### config.mk
export PLATFORM = sky130hd
export DESIGN_NAME = spi_slave_param
export DESIGN_NICKNAME = d
export VERILOG_FILES = /design/src/rtl/spi_slave_param.sv
export SDC_FILE = /design/constraint.sdc
export NUM_CORES = 1
export LEC_CHECK = 0
export ABC_AREA = 1
export CELL_PAD_IN_SITES_DETAIL_PLACEMENT = 1
export CELL_PAD_IN_SITES_GLOBAL_PLACEMENT = 1
export CORE_MARGIN = 2
export CORE_UTILIZATION = 42
export DETAILED_ROUTE_END_ITERATION = 10
export GPL_TIMING_DRIVEN = 0
export PLACE_DENSITY_LB_ADDON = 0.1
export SYNTH_ARGS = -nofsm -noshare
export SYNTH_HDL_FRONTEND = slang
export SYNTH_SLANG_ARGS = --single-unit
### constraint.sdc
create_clock -name clk -period 1.9 [get_ports clk]
set_input_delay 0.38 -clock clk [delete_from_list [all_inputs] [get_ports clk]]
set_output_delay 0.38 -clock clk [all_outputs]
set_load 0.005 [all_outputs]
### src/rtl/spi_slave_param.sv
// SPI slave front-end: deserialises a 2-bit command plus payload per SS_n frame and
// strobes it to the RAM; read-data commands wait (bounded) for tx_valid and shift the response out on MISO.
module spi_slave_param #(
  parameter int PAYLOAD_W  = 8,
  parameter int TX_W       = 8,
  parameter int TX_TIMEOUT = 15
) (
  input  logic                 clk,
  input  logic                 rst_n,
  input  logic                 SS_n,
  input  logic                 MOSI,
  output logic                 MISO,
  output logic [PAYLOAD_W+1:0] rx_data,
  output logic                 rx_valid,
  input  logic [TX_W-1:0]      tx_data,
  input  logic                 tx_valid,
  output logic                 frame_err,
  output logic                 busy
);
  localparam int N  = PAYLOAD_W + 2;
  localparam int BW = $clog2(N + 1);
  localparam int WW = $clog2(TX_TIMEOUT + 1);
  localparam int TW = $clog2(TX_W + 1);

  typedef enum logic [2:0] {IDLE, RECV, WAIT_TX, SEND, DONE} state_t;

  state_t          state, state_nxt;
  logic [BW-1:0]   bitcnt;
  logic [WW-1:0]   waitcnt;
  logic [TW-1:0]   txcnt;
  logic [N-2:0]    shift;
  logic [TX_W-1:0] txreg;
  logic            last_bit, is_rd, timeout, tx_last;

  // last_bit: the current edge samples frame bit N; the command sits in the two oldest shifted bits
  assign last_bit = (bitcnt == BW'(N - 1));
  assign is_rd    = shift[N-2] & shift[N-3];
  assign timeout  = (waitcnt == WW'(TX_TIMEOUT));
  assign tx_last  = (txcnt == TW'(TX_W));
  assign busy     = (state != IDLE);

  always_comb begin
    state_nxt = state;
    case (state)
      IDLE:    if (!SS_n) state_nxt = RECV;
      RECV: begin
        if (SS_n)          state_nxt = IDLE;
        else if (last_bit) state_nxt = is_rd ? WAIT_TX : DONE;
      end
      // SS_n release has priority over tx_valid and the timeout
      WAIT_TX: begin
        if (SS_n)          state_nxt = IDLE;
        else if (tx_valid) state_nxt = SEND;
        else if (timeout)  state_nxt = DONE;
      end
      SEND: begin
        if (SS_n)          state_nxt = IDLE;
        else if (tx_last)  state_nxt = DONE;
      end
      DONE:    if (SS_n) state_nxt = IDLE;
      default: state_nxt = IDLE;
    endcase
  end

  always_ff @(posedge clk or negedge rst_n) begin
    if (!rst_n) begin
      state     <= IDLE;
      bitcnt    <= '0;
      waitcnt   <= '0;
      txcnt     <= '0;
      shift     <= '0;
      txreg     <= '0;
      rx_data   <= '0;
      rx_valid  <= 1'b0;
      frame_err <= 1'b0;
      MISO      <= 1'b0;
    end else begin
      state     <= state_nxt;
      rx_valid  <= 1'b0;
      frame_err <= 1'b0;
      MISO      <= 1'b0;
      case (state)
        IDLE: begin
          if (!SS_n) begin
            shift  <= {{(N-2){1'b0}}, MOSI};
            bitcnt <= BW'(1);
          end
        end
        RECV: begin
          if (SS_n) begin
            frame_err <= 1'b1;
          end else begin
            shift  <= {shift[N-3:0], MOSI};
            bitcnt <= bitcnt + 1'b1;
            if (last_bit) begin
              rx_data  <= {shift, MOSI};
              rx_valid <= 1'b1;
              waitcnt  <= '0;
            end
          end
        end
        WAIT_TX: begin
          if (!SS_n) begin
            if (tx_valid) begin
              txreg <= tx_data << 1;
              MISO  <= tx_data[TX_W-1];
              txcnt <= TW'(1);
            end else if (timeout) begin
              frame_err <= 1'b1;
            end else begin
              waitcnt <= waitcnt + 1'b1;
            end
          end
        end
        // txreg is pre-shifted so its MSB is always the next bit to drive
        SEND: begin
          if (!SS_n && !tx_last) begin
            MISO  <= txreg[TX_W-1];
            txreg <= txreg << 1;
            txcnt <= txcnt + 1'b1;
          end
        end
        default: ;
      endcase
    end
  end
endmodule

# Yosys cells after proc, flatten, opt, wreduce, memory -nomap -nowiden
# Index checks and enable logic that the tools add are counted.
# word_totals
regBits	45
output_inout_bits	14
# classes
n_addsub	3
n_eq_ne	19
n_mux	43
n_bitwise	2
n_reduce_logical	13
# op_table
op	n
4-bit two-way mux	10
3-bit two-way mux	10
8-bit two-way mux	3
4-bit one-hot mux with 2 select lines	3
9-bit two-way mux	2
2-bit != test, second input constant	9
9-bit one-hot mux with 2 select lines	1
8-bit one-hot mux with 2 select lines	1
3-bit one-hot mux with 5 select lines	1
4-bit by 1-bit adder with 4-bit output, second input constant	3
4-bit == test, second input constant	3
1-bit two-way mux	10
3-bit by 2-bit == test with 1-bit output, second input constant	2
3-bit != test, second input constant	2
3-bit AND reduction	2
6-bit AND reduction	1
2-bit nonzero test	3
5-bit AND reduction	1
4-bit != test, second input constant	1
1-bit one-hot mux with 2 select lines	2
4-bit AND reduction	1
3-bit by 1-bit == test with 1-bit output, second input constant	1
3-bit == test, second input constant	1
3-bit logical NOT	1
5 further kinds	6

# Logic depth before layout (Yosys ltp)
# logic_depth
word_depth	5
ltp_mapped	9
mapped_depth_nobuf	9

# Worst setup path after synthesis
# OpenSTA, ideal clock, no wires.
# synth_path
path_kind	reg-to-reg
start	register txcnt[0]
end	register state[1]
setup_time_ps	117
arrival_ps	1301
required_time_ps	1783
path_slack_ps	482
path_stages_with_launch	10
synth_period_minus_slack_ps	1418
cell_sequence	dfrtp_1 inv_1 ha_1 nand3_1 nand3_4 nand2_2 nor2_1 nand2_2 nand2_1 nand2_1
# synth_between
elab_chain_len	3
# synth_rtl
element	line_no	rtl
from (decl)	30	logic [TW-1:0] txcnt;
from (signal assigned)	120	txcnt <= txcnt + 1'b1;
4-bit == test	39	assign tx_last = (txcnt == TW'(TX_W));
3-bit != test (no source line)	-	
5-bit AND reduction (no source line)	-	
to (signal assigned)	78	state <= state_nxt;
to (decl)	27	state_t state, state_nxt;
# Every way passes these cells.
# A chain may end at the register's enable or synchronous reset.

# Worst setup path after layout
# layout_path
start	register state[2]
end	output port busy
# layout_between
elab_chain_len	1
# layout_rtl
element	line_no	rtl
3-bit nonzero test	40	assign busy = (state != IDLE);
to (decl)	18	output logic busy
# Every way passes these cells.

==> results.md <==
- Crit-path cells: buf_6 > inv_2 > nand2_1 > clkdlybuf4s50_1
- Status: finished, final reports clean
- Initial Util: 0.4283
- Required @ worst endpoint: 1.52 ns
- Post-detail-place hpwl: 3.275 mm
- First DRT Iteration DRCs: 50
- Crit path time final: 1.807 ns
- GRT Total Usage: 0.1762
- Area Growth Syn to Fin: 22.77%
- Final setup fails: 0
- Root Driver: clkbuf_8
- Final Max Slew Viols: 0
- Routed WL: 4.404 mm
- GR Overflow Total: 0
- Die height: 75.71 um
- First-pass GRT wire length: 7.569 mm
- Crit Path Max Fanout: 7
- Instance count of the mapped netlist: 235
- Share of layout cells above drive strength 1: 0.2066
- Row count: 26
- Largest net degree at the start of global routing: 26
- Hold Buf Count CTS: 0
- Syn Nets: 253
- Worst-Margin Slew: 0.4902 ns
- Cell variety after synth: 31
- R2R setup slack: 0.25 ns
- Leakage: 1.279 nW
- CTS tree: built
- YS warnings: 0
- FMAX: 553.3 MHz
- Worst hold path type: in -> async
- Initial antenna violation count: 0
- Pwr Total: 2.801 mW
- Placer Congestion: 0.7463
- Max incr delay on CP: 0.50 ns
- Via-to-Cell Ratio: 4.836
- Vias in the first global route: 1601
- Cts bufs inserted: 5
- Synthesized cell area: 2160 sq um
- Final hold viol count: 0
- Worst Path Buf+Inv: 3
- IO Pins: 27
- Setup Skew: 0.004963 ns
- Fin nets: 288
- Core ar.: 5042 sq um
- CTS H-tree lvls: 2
- Skew-Pair Late Insertion Delay: 0.29 ns
- Routed length per instance: 12.91 um
- Worst slew margin: 0.6732
- Die Wd: 75.71 um
- CP Launch Type: flip-flop
- Worst setup EP type: primary output
- Die ar.: 5731 sq um
- Worst r2r dst: state[1]$_DFFE_PN0P_
- Yosys reg bits: 44
- Via count: 1649
- First-pass DRT Iterations: 4
- Unrepaired setup endpoints after global routing: false
- MaxCap Viol Count: 0
- CP delay by family, top: buffers and inverters
- CTS max path bufs: 2
- Avg Inst Size Synth: 9.190 sq um
- Final period util: 0.9512
- Sequential share of the synthesized area: 0.5098
- Post-route ant nets: 0
- DRC violations left: 0
- VDD IR max: 0.6161 mV
- RR Startpoint: txcnt[0]$_DFFE_PN0P_
- Critical path class: reg -> out
- Register clock-pin slew on the reported worst setup and hold paths: 0.08 ns
- Crit-path slowest cell: clkdlybuf4s50_1
- PD cells: 1057 nW/um^2
- Crit path DAT: 1.43 ns
- Setup Slack @ Placement: -0.1260 ns
- Worst-case reg-to-reg path depth: 9
- Clk sinks: 44
- N_diodes: 0
- Final worst slack: 0.09263 ns
- Port bufs: 26
[worst register-to-register path, stage by stage (launching register included)]
cell and delay [ns]:
dfrtp_1 0.40, inv_1 0.12, ha_1 0.15, nand3_1 0.12
nand3_4 0.21, nand2_2 0.06, nor2_1 0.26, nand2_2 0.09
nand2_1 0.08, nand2_1 0.05
[metrics by stage]
stage,cells,hold slack (ns),TNS (ns),util,area [sq um]
after floorplan,235,0.08441,0,-,2160
after global placement,331,0.4644,-36.20,0.4973,2507
after detailed placement,332,0.3727,-1.224,0.5002,2522
after global routing,341,0.06597,0,0.5258,2651
after CTS,340,0.04973,0,0.5231,2638
final,341,0.03436,0,0.5258,2651
[cells in the mapped netlist, drive strengths merged]
master  count  area (sq um)
a21oi       3         18.77
buf         4         28.78
xnor2       1         8.760
nor2       28         132.6
o21ai      16         117.6
nand4       3         18.77
ha          5         62.56
o21a        1         7.510
dfrtp      44          1101
xor2        2         17.52
nand3      21         135.1
nand2      56         231.5
o22ai      11         68.82
nor3        7         76.33
a31oi       1         6.260
inv        31         121.4
or2         1         6.260
[power breakdown]
part | internal (mW) | switching, mW | leakage, nW | total [mW]
logic | 0.376 | 0.470 | 0.639 | 0.846
clock network | 0.389 | 0.322 | 0.0541 | 0.711
registers | 1.11 | 0.132 | 0.586 | 1.24
[flip-flops by register name, summed over array words and instances (netlist names)]
| signal | cells |
|---|---|
| MISO | 1 |
| bitcnt | 4 |
| frame_err | 1 |
| rx_data | 10 |
| rx_valid | 1 |
| shift | 9 |
| state | 3 |
| txcnt | 4 |
| txreg | 7 |
| waitcnt | 4 |
[cells by family (layout without fill, tap and decap cells)]
logic type | Yosys count | in the layout | synth area share
buffers and inverters | 35 | 71 | 0.06953
xor gates and xnor gates | 3 | 3 | 0.01217
DFF | 44 | 44 | 0.5099
and+or+nand+nor | 116 | 116 | 0.2781
adders and majority gates | 5 | 5 | 0.02897
AOI/OAI and AO/OA | 32 | 32 | 0.1014
[per-layer routing]
layer	wire length, um	GRT usage	vias up	share of wire
li1	-	-	830	-
met1	2166	0.2477	798	0.49
met2	2083	0.2744	16	0.47
met3	107	0.03571	5	0.024
met4	46	0.05848	0	0.010
met5	0	0	-	0
[layout by cell type (no fill, tap or decap), types with 2 or more instances in the layout]
cell             instances
inv_1                   27
clkdlybuf4s50_1         25
buf_2                    3
nand3_4                  2
inv_2                    3
o22ai_1                 11
a21oi_1                  2
nor2_2                   8
nand3_1                 18
dfrtp_1                 42
o21ai_2                 10
nand2_1                 53
buf_4                    2
nor2_4                   2
nor3_2                   6
nor2_1                  18
nand4_1                  3
ha_1                     5
xor2_1                   2
dfrtp_2                  2
clkbuf_8                 5
nand2_2                  2
o21ai_0                  5
[worst max-delay path by stage]
stage,slack (ns),to,cells past startpoint,start
2_1_floorplan,0.48,state[1]$_DFFE_PN0P_,9,txcnt[0]$_DFFE_PN0P_
3_3_place_gp,-0.81,waitcnt[0]$_DFFE_PN0P_,1,rst_n
3_5_place_dp,-0.13,shift[6]$_DFFE_PN0P_,6,SS_n
4_1_cts,0.03,busy,3,state[1]$_DFFE_PN0P_
5_1_grt,0.02,busy,3,state[1]$_DFFE_PN0P_
6_report,0.09,busy,4,state[2]$_DFFE_PN0P_
[cell type report]
class,count,area (sq um)
inverter,31,121.4
buffer,4,28.78
sequential,44,1104
clock inverter,3,42.54
multi-input combinational,156,915.9
fill,615,2391
tap,70,87.58
timing repair buffer,28,282.8
clock buffer,5,68.82
[repair_timing]
item,in CTS,in global routing
setup buffers,0,1
resized for setup,2,2
endpoints found under the hold margin,0,0
endpoints found under the setup margin,1,1
No activity file was read; power rests on OpenSTA's default activity.
